`src/rtl/seg7_msg_driver_pkg.sv`:
```
// Shared types, character codes, scroll message and segment table for the
// 4-digit 7-segment message driver.
package seg7_pkg;

   typedef logic [4:0] char_t;

   typedef enum logic {
      ST_RESULT,
      ST_SCROLL
   } state_t;

   localparam char_t CH_0     = 5'h00;
   localparam char_t CH_1     = 5'h01;
   localparam char_t CH_2     = 5'h02;
   localparam char_t CH_3     = 5'h03;
   localparam char_t CH_4     = 5'h04;
   localparam char_t CH_5     = 5'h05;
   localparam char_t CH_6     = 5'h06;
   localparam char_t CH_7     = 5'h07;
   localparam char_t CH_8     = 5'h08;
   localparam char_t CH_9     = 5'h09;
   localparam char_t CH_A     = 5'h0A;
   localparam char_t CH_B     = 5'h0B;
   localparam char_t CH_C     = 5'h0C;
   localparam char_t CH_D     = 5'h0D;
   localparam char_t CH_E     = 5'h0E;
   localparam char_t CH_F     = 5'h0F;
   localparam char_t CH_H     = 5'h10;
   localparam char_t CH_L     = 5'h11;
   localparam char_t CH_M     = 5'h12;
   localparam char_t CH_U     = 5'h13;
   localparam char_t CH_N     = 5'h14;
   localparam char_t CH_BLANK = 5'h15;
   localparam char_t CH_DASH  = 5'h16;

   localparam int unsigned MSG_LEN  = 18;
   localparam int unsigned LAST_PTR = MSG_LEN - 4;

   // Four blanks each side so the text slides in from the right and out to the left
   localparam char_t MSG_BUF [MSG_LEN] = '{
      CH_BLANK, CH_BLANK, CH_BLANK, CH_BLANK,
      CH_H, CH_0, CH_L, CH_A, CH_BLANK, CH_M, CH_U, CH_N, CH_D, CH_0,
      CH_BLANK, CH_BLANK, CH_BLANK, CH_BLANK
   };

   // Segment order {g,f,e,d,c,b,a}, active high
   function automatic logic [6:0] seg_of(input char_t c);
      logic [6:0] s;
      case (c)
         CH_0:     s = 7'h3F;
         CH_1:     s = 7'h06;
         CH_2:     s = 7'h5B;
         CH_3:     s = 7'h4F;
         CH_4:     s = 7'h66;
         CH_5:     s = 7'h6D;
         CH_6:     s = 7'h7D;
         CH_7:     s = 7'h07;
         CH_8:     s = 7'h7F;
         CH_9:     s = 7'h6F;
         CH_A:     s = 7'h77;
         CH_B:     s = 7'h7C;
         CH_C:     s = 7'h39;
         CH_D:     s = 7'h5E;
         CH_E:     s = 7'h79;
         CH_F:     s = 7'h71;
         CH_H:     s = 7'h76;
         CH_L:     s = 7'h38;
         CH_M:     s = 7'h2B; // no true M on 7 segments; approximation distinct from N
         CH_U:     s = 7'h3E;
         CH_N:     s = 7'h37;
         CH_DASH:  s = 7'h40;
         default:  s = 7'h00;
      endcase
      return s;
   endfunction

endpackage

```
`src/rtl/seg7_msg_driver_if.sv`:
```
// Board-side signal bundle for the 7-segment message driver.
interface seg7_msg_driver_if;
   logic       op;
   logic [3:0] sum;
   logic       cout;
   logic       start;
   logic [6:0] seg;
   logic [3:0] an;
   logic       busy;
   logic       done;

   modport master (
      output op, sum, cout, start,
      input  seg, an, busy, done
   );

   modport slave (
      input  op, sum, cout, start,
      output seg, an, busy, done
   );
endinterface

```
`src/rtl/seg7_msg_driver_char_enc.sv`:
```
// Combinational character-code to segment-pattern encoder.
module seg7_char_enc
   import seg7_pkg::*;
(
   input  char_t      i_char,
   output logic [6:0] o_seg
);

   assign o_seg = seg_of(i_char);

endmodule

```
`src/rtl/seg7_msg_driver.sv`:
```
// Multiplexed 4-digit display driver: live adder result or scrolling "HOLA MUNDO".
// Build option: define LEAD_ZERO_BLANK_EN to blank the carry digit when cout=0.
module seg7_msg_driver
   import seg7_pkg::*;
#(
   parameter int unsigned REFRESH_DIV = 50000,
   parameter int unsigned STEP_DIV    = 100
)(
   input  logic              clk,
   input  logic              rst_n,
   seg7_msg_driver_if.slave  bus
);

   localparam int unsigned RW = (REFRESH_DIV > 1) ? $clog2(REFRESH_DIV) : 1;
   localparam int unsigned FW = $clog2(STEP_DIV + 1);

   logic [RW-1:0] r_ref;
   logic [1:0]    r_dig;
   logic          r_op;
   logic [3:0]    r_sum;
   logic          r_cout;
   state_t        r_state;
   logic [3:0]    r_ptr;
   logic [FW-1:0] r_frame;
   logic          r_busy;
   logic          r_done;
   logic [6:0]    r_seg;
   logic [3:0]    r_an;

   logic          w_wrap;
   logic          w_frame_end;
   logic          w_step;
   logic [4:0]    w_buf_idx;
   char_t         w_char;
   logic [6:0]    w_seg;

   assign w_wrap      = (r_ref == RW'(REFRESH_DIV - 1));
   assign w_frame_end = w_wrap && (r_dig == 2'd3);
   assign w_step      = w_frame_end && (r_frame == FW'(STEP_DIV - 1));
   assign w_buf_idx   = 5'(r_ptr) + 5'd3 - 5'(r_dig);

   always_ff @(posedge clk or negedge rst_n) begin
      if (!rst_n) begin
         r_op   <= 1'b0;
         r_sum  <= '0;
         r_cout <= 1'b0;
      end else begin
         r_op   <= bus.op;
         r_sum  <= bus.sum;
         r_cout <= bus.cout;
      end
   end

   // r_dig names the digit loaded at the next wrap; an/seg load together from it
   always_ff @(posedge clk or negedge rst_n) begin
      if (!rst_n) begin
         r_ref <= '0;
         r_dig <= '0;
         r_an  <= '1;
         r_seg <= '0;
      end else if (w_wrap) begin
         r_ref <= '0;
         r_dig <= r_dig + 2'd1;
         r_an  <= ~(4'b0001 << r_dig);
         r_seg <= w_seg;
      end else begin
         r_ref <= r_ref + 1'b1;
      end
   end

   always_comb begin
      w_char = CH_BLANK;
      if (r_state == ST_SCROLL) begin
         w_char = MSG_BUF[w_buf_idx];
      end else begin
         case (r_dig)
            2'd0: w_char = char_t'({1'b0, r_sum});
`ifdef LEAD_ZERO_BLANK_EN
            2'd1: w_char = r_cout ? CH_1 : CH_BLANK;
`else
            2'd1: w_char = r_cout ? CH_1 : CH_0;
`endif
            2'd2: w_char = CH_BLANK;
            default: w_char = r_op ? CH_5 : CH_A;
         endcase
      end
   end

   seg7_char_enc u_enc (
      .i_char (w_char),
      .o_seg  (w_seg)
   );

   // A start arriving while done is high is dropped: the scroll is treated as still busy
   always_ff @(posedge clk or negedge rst_n) begin
      if (!rst_n) begin
         r_state <= ST_RESULT;
         r_busy  <= 1'b0;
         r_done  <= 1'b0;
         r_ptr   <= '0;
         r_frame <= '0;
      end else begin
         r_done <= 1'b0;
         case (r_state)
            ST_RESULT: begin
               if (bus.start && !r_done) begin
                  r_state <= ST_SCROLL;
                  r_busy  <= 1'b1;
                  r_ptr   <= '0;
                  r_frame <= '0;
               end
            end
            ST_SCROLL: begin
               if (w_step) begin
                  r_frame <= '0;
                  if (r_ptr == 4'(LAST_PTR)) begin
                     r_state <= ST_RESULT;
                     r_busy  <= 1'b0;
                     r_done  <= 1'b1;
                  end else begin
                     r_ptr <= r_ptr + 4'd1;
                  end
               end else if (w_frame_end) begin
                  r_frame <= r_frame + 1'b1;
               end
            end
            default: r_state <= ST_RESULT;
         endcase
      end
   end

   assign bus.seg  = r_seg;
   assign bus.an   = r_an;
   assign bus.busy = r_busy;
   assign bus.done = r_done;

endmodule

```
`src/flat_wrapper.sv`:
```
// flat-port wrapper written by rule: the top's interface ports become plain ports
module seg7_msg_driver_flat import seg7_pkg::*;
#(
   parameter int unsigned REFRESH_DIV = 50000,
   parameter int unsigned STEP_DIV    = 100
)
  (clk, rst_n, bus_op, bus_sum, bus_cout, bus_start, bus_seg, bus_an, bus_busy, bus_done);
  seg7_msg_driver_if bus_i ();
  input  logic clk;
  input  logic rst_n;
  input wire logic [$bits(bus_i.op)-1:0] bus_op;
  input wire logic [$bits(bus_i.sum)-1:0] bus_sum;
  input wire logic [$bits(bus_i.cout)-1:0] bus_cout;
  input wire logic [$bits(bus_i.start)-1:0] bus_start;
  output wire logic [$bits(bus_i.seg)-1:0] bus_seg;
  output wire logic [$bits(bus_i.an)-1:0] bus_an;
  output wire logic [$bits(bus_i.busy)-1:0] bus_busy;
  output wire logic [$bits(bus_i.done)-1:0] bus_done;
  assign bus_i.op = bus_op;
  assign bus_i.sum = bus_sum;
  assign bus_i.cout = bus_cout;
  assign bus_i.start = bus_start;
  assign bus_seg = bus_i.seg;
  assign bus_an = bus_i.an;
  assign bus_busy = bus_i.busy;
  assign bus_done = bus_i.done;
  seg7_msg_driver #(.REFRESH_DIV(REFRESH_DIV), .STEP_DIV(STEP_DIV)) u_core (.clk(clk), .rst_n(rst_n), .bus(bus_i));
endmodule
```
`config.mk`:
```
export PLATFORM = sky130hd
export DESIGN_NAME = seg7_msg_driver_flat
export DESIGN_NICKNAME = d
export VERILOG_FILES = /design/src/rtl/seg7_msg_driver_pkg.sv /design/src/rtl/seg7_msg_driver_if.sv /design/src/rtl/seg7_msg_driver_char_enc.sv /design/src/rtl/seg7_msg_driver.sv /design/src/flat_wrapper.sv
export SDC_FILE = /design/constraint.sdc
export NUM_CORES = 1
export LEC_CHECK = 0
export ABC_CLOCK_PERIOD_IN_PS = 9600
export BUFFER_PORTS_ARGS = -buffer_cell sky130_fd_sc_hd__buf_4
export CORE_ASPECT_RATIO = 1.75
export CORE_MARGIN = 10
export CORE_UTILIZATION = 65
export CTS_CLUSTER_SIZE = 30
export DETAILED_ROUTE_END_ITERATION = 8
export PLACE_DENSITY = 0.89
export SYNTH_ARGS = -nofsm -noshare
export SYNTH_HDL_FRONTEND = slang
export SYNTH_HIERARCHICAL = 1
export SYNTH_SLANG_ARGS = --single-unit
```
`constraint.sdc`:
```
create_clock -name clk -period 9.6 [get_ports clk]
set_clock_uncertainty 0.15 [all_clocks]
set_input_delay 0.48 -clock clk [delete_from_list [all_inputs] [get_ports clk]]
set_output_delay 0.48 -clock clk [all_outputs]
set_load 0.05 [all_outputs]
```
==> results.txt, run 1 <==
----------------------------------------------------
[Global route]
  Maximum number of pins on one net before global-route repair ... 50
  Overall routing resource usage ... roughly 18%
  Congestion Overflow GR ... 0
  First-pass GRT wire length ... ~11000 um
  Via count of the first global-routing pass ... 2422
  Antenna violations before repair ... 0

[Routing]
  Number of routed nets with antenna violations ... 0
  Via density per instance ... about 6.1
  Residual DRC ... 0
  Initial drt markers ... 138
  Vias ... 2319
  Wirelength per Cell ... 17.2 um
  Detailed-router iteration count before antenna repair ... 4
  Total Routed Length ... around 6500 um

[Synth]
  Yosys synthesis warning count ... 6
  Syn avg cell area ... roughly 9.5 um2
  Cell taking the most area after synthesis ... sky130_fd_sc_hd__dfrtp_1
  Most frequently used flop master after synthesis ... sky130_fd_sc_hd__dfrtp_1
  Mapped cell area ... between 2000 and 3000 um2
  Syn_nets ... between 300 and 400
  Count of cell types in the netlist ... between 40 and 50
  Cell types with the highest counts after synthesis ... 52 x sky130_fd_sc_hd__nand2_1, 45 x sky130_fd_sc_hd__dfrtp_1, 25 x sky130_fd_sc_hd__nor2_1
  Sequential fraction of the synthesis area ... a little over two fifths
  Count of flip-flops with a built-in enable after synthesis ... 0
  Gate Count Post-Synth ... approximately 310
  Share of the synthesized area in the top cell type ... about two fifths
  Most frequently used cell type in the post-synthesis netlist ... sky130_fd_sc_hd__nand2_1
  Area contributors post-synth ... sky130_fd_sc_hd__dfrtp_1 39%, sky130_fd_sc_hd__ha_1 9.5%, sky130_fd_sc_hd__nand2_1 6.7%, sky130_fd_sc_hd__dfstp_2 3.6%, sky130_fd_sc_hd__mux2i_1 3.4%
  Synth Register Bits ... 49
  Post-synthesis async set-or-reset flop share ... 100%

[Worst hold path]
  Type of the tightest min-delay check ... primary input to async pin

[CTS]
  Root buffer cell ... sky130_fd_sc_hd__clkbuf_8
  Number of hold-repair buffers added at the cts stage ... 0
  Setup bufs post-CTS ... 0
  Maximum count of clock buffers along a single path ... 2
  Clk Latency, worst-skew pair ... ~0.30 ns
  Clk sinks ... a little under 50
  Worst-path clk slew ... ~0.10 ns
  CTS tree ... yes
  Number of buffers created by CTS ... 5
  Cells resized by post-CTS repair ... 0
  H-tree level count ... 2

[Finish]
  Fin area ... about 3200 um2
  Final non-filler cell total ... 378
  Final Net Count ... 358
  Number of fill cells in the layout ... ~310
  Final antenna diode count ... 0
  Layout Area Growth over Synthesis ... 10.2%
  Share of final-layout standard cells stronger than drive strength 1 ... 12.5%

[Outcome]
  Status ... complete, no violations

[Worst setup path]
  Type of the worst setup path ... flip-flop to flip-flop
  Endpoint required time on the critical path ... between 9 and 10 ns
  Cell type of the slowest stage on the worst timing path ... sky130_fd_sc_hd__xnor2_1
  Worst setup EP type ... flip-flop
  Cell Chain, Critical Path ... inv_1, ha_1, ha_1, inv_1, fa_1, xnor2_1, nor2_1, o21ai_0, o21ai_0, o31ai_1, inv_1, ha_1, nand2b_1, and3_1, o32ai_1, nand2_1, nand2_1
  Delay of the slowest cell on the worst path ... 0.68 ns
  Nature of the critical path startpoint ... flip-flop
  Slack of the worst reg-to-reg path ... 5.16 ns
  Crit path max fanout ... 10
  Worst path arrival time ... approximately 4.5 ns

[Timing]
  Highest Clock Rate ... about 230 MHz
  Final clock period utilization by the worst path ... ~46%
  Transition time at the pin with the least slew margin ... about 1 ns
  # setup viols final ... 0
  Total count of max-transition violations in the final report ... 0
  Setup TNS ... 0 ns
  Worst slew slack as a fraction of its limit ... approximately a third
  Final critical delay including setup and external delays ... ~4.4 ns
  Setup repair after global routing missed its margin ... false
  Final Hold Fails ... 0

[Placed design]
  Placed insts ... 370
  HPWL Detailed ... 4710 um
  Routability Congestion ... between 0.9 and 1
  Quantity of I/O buffers inserted on ports ... 21
  Instance area after placement ... approximately 3100 um2

[Floorplanning]
  Area enclosed by the die boundary ... 7660 um2
  Rows ... 32
  Starting density of the core ... between 60% and 70%
  Chip height ... roughly 110 um
  IO Pins ... 22
  Core ar. ... 4360 um2
  Horizontal die dimension ... 70.6 um

[Pwr]
  Power density normalized to cell area ... ~130 nW/um2
  Largest voltage drop on the vdd net ... 0.109 mV
  P_leak ... ~1.5 nW
  Power after layout ... a little over 0.4 mW

[Flow run]
  Max_cap viols ... 0

----------------------------------------------------
## metal layers
metal	GRT usage, %	share of wire, %	vias to the layer above	wire (um)
met5	0	0	-	0
met4	6.53	2.3	0	148
met3	3.39	2.9	14	188
met2	32.5	54	47	3520
met1	19.2	41	1144	2650
li1	-	-	1114	-
## final timing paths
path | start | to | cells past startpoint
min in group clk | bus_sum[0] | u_core/r_sum[0] | 1
min reg2reg | u_core/bus.an[1] | u_core/bus.an[1] | 2
max reg2reg | u_core/r_dig[1] | u_core/bus.seg[3] | 17
max in group asynchronous | rst_n | u_core/r_op | 1
min | rst_n | u_core/r_ref[12] | 1
max | u_core/r_dig[1] | u_core/bus.seg[3] | 17
## registers in the layout, summed over array words and instances (netlist names)
register,flops
u_core/bus.busy,1
u_core/bus.done,1
u_core/r_sum,4
u_core/r_op,1
u_core/r_ptr,4
u_core/bus.an,4
u_core/r_state,1
u_core/r_frame,7
u_core/r_dig,2
u_core/r_cout,1
u_core/r_ref,16
u_core/bus.seg,7
## per-stage QoR
step / setup slack, ns / hold slack [ns] / util [%]
final: 5.16 / 0.0215 / 73.6
after detailed placement: 5.38 / 0.324 / 71.0
after CTS: 5.29 / 0.0417 / 73.6
after floorplan: 5.91 / 0.0344 / -
after global routing: 4.78 / 0.0645 / 73.6
after global placement: 5.56 / 0.311 / 71.0
## layout by cell type (no fill, tap or decap), types with 10 or more instances in the layout
cell type                 synthesis  layout
sky130_fd_sc_hd__o21ai_0         15      15
sky130_fd_sc_hd__nand2_1         52      52
sky130_fd_sc_hd__buf_4            2      21
sky130_fd_sc_hd__mux2i_1         10      10
sky130_fd_sc_hd__nor2_1          25      25
sky130_fd_sc_hd__a21oi_1         13      13
sky130_fd_sc_hd__ha_1            22      22
sky130_fd_sc_hd__inv_1           13      13
sky130_fd_sc_hd__nand3_1         11      11
sky130_fd_sc_hd__dfrtp_1         45      45
## critical path, delay by kind of cell (launching register included)
family	cells	cell delay [ns]
flops	1	0.41
buf+inv	3	0.39
compound gates	4	0.89
fa+ha+maj	4	1.31
xor+xnor	1	0.68
simple gates	5	0.56
## area by class of cell
| class | count | area, um2 | area share, % |
|---|---|---|---|
| well taps | 51 | 63.8 | 1.99 |
| multi-input cells | 236 | 1600 | 49.7 |
| clock inverters | 3 | 43.8 | 1.36 |
| inverters | 13 | 48.8 | 1.52 |
| repair buffers | 21 | 158 | 4.91 |
| flip-flops and latches | 49 | 1230 | 38.3 |
| clock buffers | 5 | 68.8 | 2.14 |
## where the power goes
group	internal (mW)	switching [mW]	leakage (nW)
Sequential	0.210	0.00353	0.623
Combinational	0.0209	0.0313	0.858
Clock	0.0781	0.0690	0.0585
## kinds of logic after synthesis
logic type               share of synthesized area, %
XOR/XNOR                                         5.11
multiplexers                                     3.44
buffers and inverters                            3.18
adder cells (fa/ha/maj)                          10.1
AO/OA/AOI/OAI                                    13.1
flip-flops                                       42.3
AND/OR/NAND/NOR                                  22.8
Note: power is estimated with default switching activity, not from simulation.
==> run 2: changes to the inputs <==
- ABC_CLOCK_PERIOD_IN_PS: 9600 -> 4600
- CORE_UTILIZATION: 65 -> 60
- PLACE_DENSITY: 0.89 -> 0.84
- clock period: 9.6 -> 4.6 ns (I/O delays scaled with it)
==> run 2 against run 1 <==
Net effect: via count about the same; maximum frequency is 4.0% higher; wire length shrank 3.2%; combinational power up 120%; die area up 6.4%; utilization down 4.1 points; final area grew 1.8%; non-clock buffer count increased by 8; first-iteration DRC count is 17% higher; register-to-register slack worse by 4.8 ns.
==> results.txt, run 2 (synthesis gave the netlist of run 1 again) <==
----------------------------------------------------
[Finish]
  Number of flip-flops in the largest register ... 16
  Post-Route Utilization ... between 60% and 70%
  Layout Area Growth over Synthesis ... 12.2%
  Commonest cells after routing, fill and taps aside ... 52 x sky130_fd_sc_hd__nand2_1, 45 x sky130_fd_sc_hd__dfrtp_1, 25 x sky130_fd_sc_hd__nor2_1, 22 x sky130_fd_sc_hd__buf_4, 22 x sky130_fd_sc_hd__ha_1
  Commonest non-fill, non-tap cell in the layout ... sky130_fd_sc_hd__nand2_1
  Register with the highest flop count ... u_core/r_ref
  Final Net Count ... roughly 370
  Final antenna diode count ... 0
  Share of final-layout standard cells stronger than drive strength 1 ... between 10% and 20%

[Global route]
  Via count of the first global-routing pass ... ~2400
  Overall routing resource usage ... 16.3%
  Maximum number of pins on one net before global-route repair ... 50
  First-pass GRT wire length ... 11000 um
  Congestion Overflow GR ... 0
  Antenna violations before repair ... 0

[Routing]
  Initial drt markers ... ~160
  Wirelength per Cell ... roughly 16 um
  Residual DRC ... 0
  Via density per instance ... 5.99
  Total Routed Length ... 6300 um
  Detailed-router iteration count before antenna repair ... 4
  Number of routed nets with antenna violations ... 0
  Vias ... approximately 2300

[CTS]
  Number of hold-repair buffers added at the cts stage ... 7
  Setup bufs post-CTS ... 0
  Cells resized by post-CTS repair ... 0
  Maximum count of clock buffers along a single path ... 2
  Clk sinks ... 49
  Number of buffers created by CTS ... 5
  CTS tree ... yes
  H-tree level count ... 2
  Worst-path clk slew ... approximately 0.090 ns
  Root buffer cell ... sky130_fd_sc_hd__clkbuf_8
  Clk Latency, worst-skew pair ... 0.31 ns

[Worst hold path]
  Type of the tightest min-delay check ... primary input to flip-flop
  Worst Hold Path Cells ... 3

[Pwr]
  Power density normalized to cell area ... roughly 250 nW/um2
  P_leak ... between 1.5 and 2 nW
  Largest voltage drop on the vdd net ... roughly 0.24 mV

[Floorplanning]
  Chip height ... between 100 and 150 um
  Rows ... 33
  Starting density of the core ... roughly three fifths
  IO Pins ... 22
  Area enclosed by the die boundary ... a little over 8000 um2
  Core ar. ... between 4000 and 5000 um2
  Horizontal die dimension ... 72.7 um

[Timing]
  Final Hold Fails ... 0
  Total count of max-transition violations in the final report ... 0
  # setup viols final ... 0
  Final clock period utilization by the worst path ... 92.8%
  Worst slew slack as a fraction of its limit ... about 47%
  Setup TNS ... 0 ns
  Highest Clock Rate ... ~230 MHz
  Transition time at the pin with the least slew margin ... about 0.78 ns
  Setup repair after global routing missed its margin ... false
  Final critical delay including setup and external delays ... ~4.3 ns

[Worst setup path]
  Nature of the critical path startpoint ... flip-flop
  Delay of the slowest cell on the worst path ... approximately 0.66 ns
  Cell type of the slowest stage on the worst timing path ... sky130_fd_sc_hd__xnor2_1
  Worst setup EP type ... flip-flop
  Endpoint required time on the critical path ... roughly 4.7 ns
  Cell count of the worst reg-to-reg path ... 14
  Worst path arrival time ... ~4.4 ns
  Slack of the worst reg-to-reg path ... 0.33 ns
  Type of the worst setup path ... flip-flop to flip-flop
  Cell Chain, Critical Path ... inv_1, ha_1, ha_1, inv_1, fa_1, xnor2_1, a31oi_1, o22ai_1, inv_1, ha_1, a21o_1, a222oi_1, nand2_1, nand2_1
  Crit path max fanout ... 10

[Placed design]
  HPWL Detailed ... about 4500 um
  Quantity of I/O buffers inserted on ports ... 21
  Routability Congestion ... 0.902

[Outcome]
  Status ... complete, no violations

[Flow run]
  Max_cap viols ... 0

----------------------------------------------------
-- run 2: final cells by class --
cell class | instances | area (um2)
multi-input cells | 236 | 1600
fillers | 384 | 1440
flip-flops and latches | 49 | 1230
repair buffers | 29 | 235
clock buffers | 5 | 68.8
well taps | 52 | 65.1
inverters | 13 | 48.8
clock inverters | 3 | 22.5
-- run 2: layer usage --
layer	vias to the layer above	track usage, %	share of wire (%)
met5	-	0	0
li1	1134	-	-
met4	0	7.25	3.1
met3	16	3.53	3.3
met2	43	29.0	54
met1	1125	17.6	39
-- run 2: worst max-delay path, delay by kind of cell (launching register included) --
kind            cells  cell delay, ns
flops               1            0.42
simple gates        2            0.16
buf+inv             3            0.36
xor+xnor            1            0.66
fa+ha+maj           4            1.25
compound gates      4            1.22
-- run 2: path summary, 6_finish.rpt --
check,start,end
setup / recovery,u_core/r_dig[1],u_core/bus.seg[5]
hold / removal,bus_start,u_core/r_state
setup reg to reg,u_core/r_dig[1],u_core/bus.seg[5]
hold reg to reg,u_core/bus.seg[5],u_core/bus.seg[5]
max in group asynchronous,rst_n,u_core/r_ptr[1]
min in group asynchronous,rst_n,u_core/r_frame[6]
-- run 2: through the flow --
stage | setup WS (ns) | cell area (um2) | power (mW) | hold slack (ns) | std cells
finish | 0.331 | 3270 | 0.817 | 0.0372 | 387
global route | 0.00518 | 3270 | 0.854 | 0.0677 | 387
CTS | 0.365 | 3270 | 0.826 | 0.0319 | 387
detailed placement | 0.404 | 3110 | 0.562 | 0.132 | 372
global placement | 0.604 | 3110 | 0.559 | 0.131 | 372
floorplan | 0.913 | 2910 | 0.529 | -0.216 | 307
-- run 2: power by group --
group          leakage, nW  internal [mW]  switching, mW
registers            0.623          0.439        0.00690
logic                0.892         0.0479         0.0659
clock network       0.0481          0.108          0.150
total                 1.56          0.595          0.222
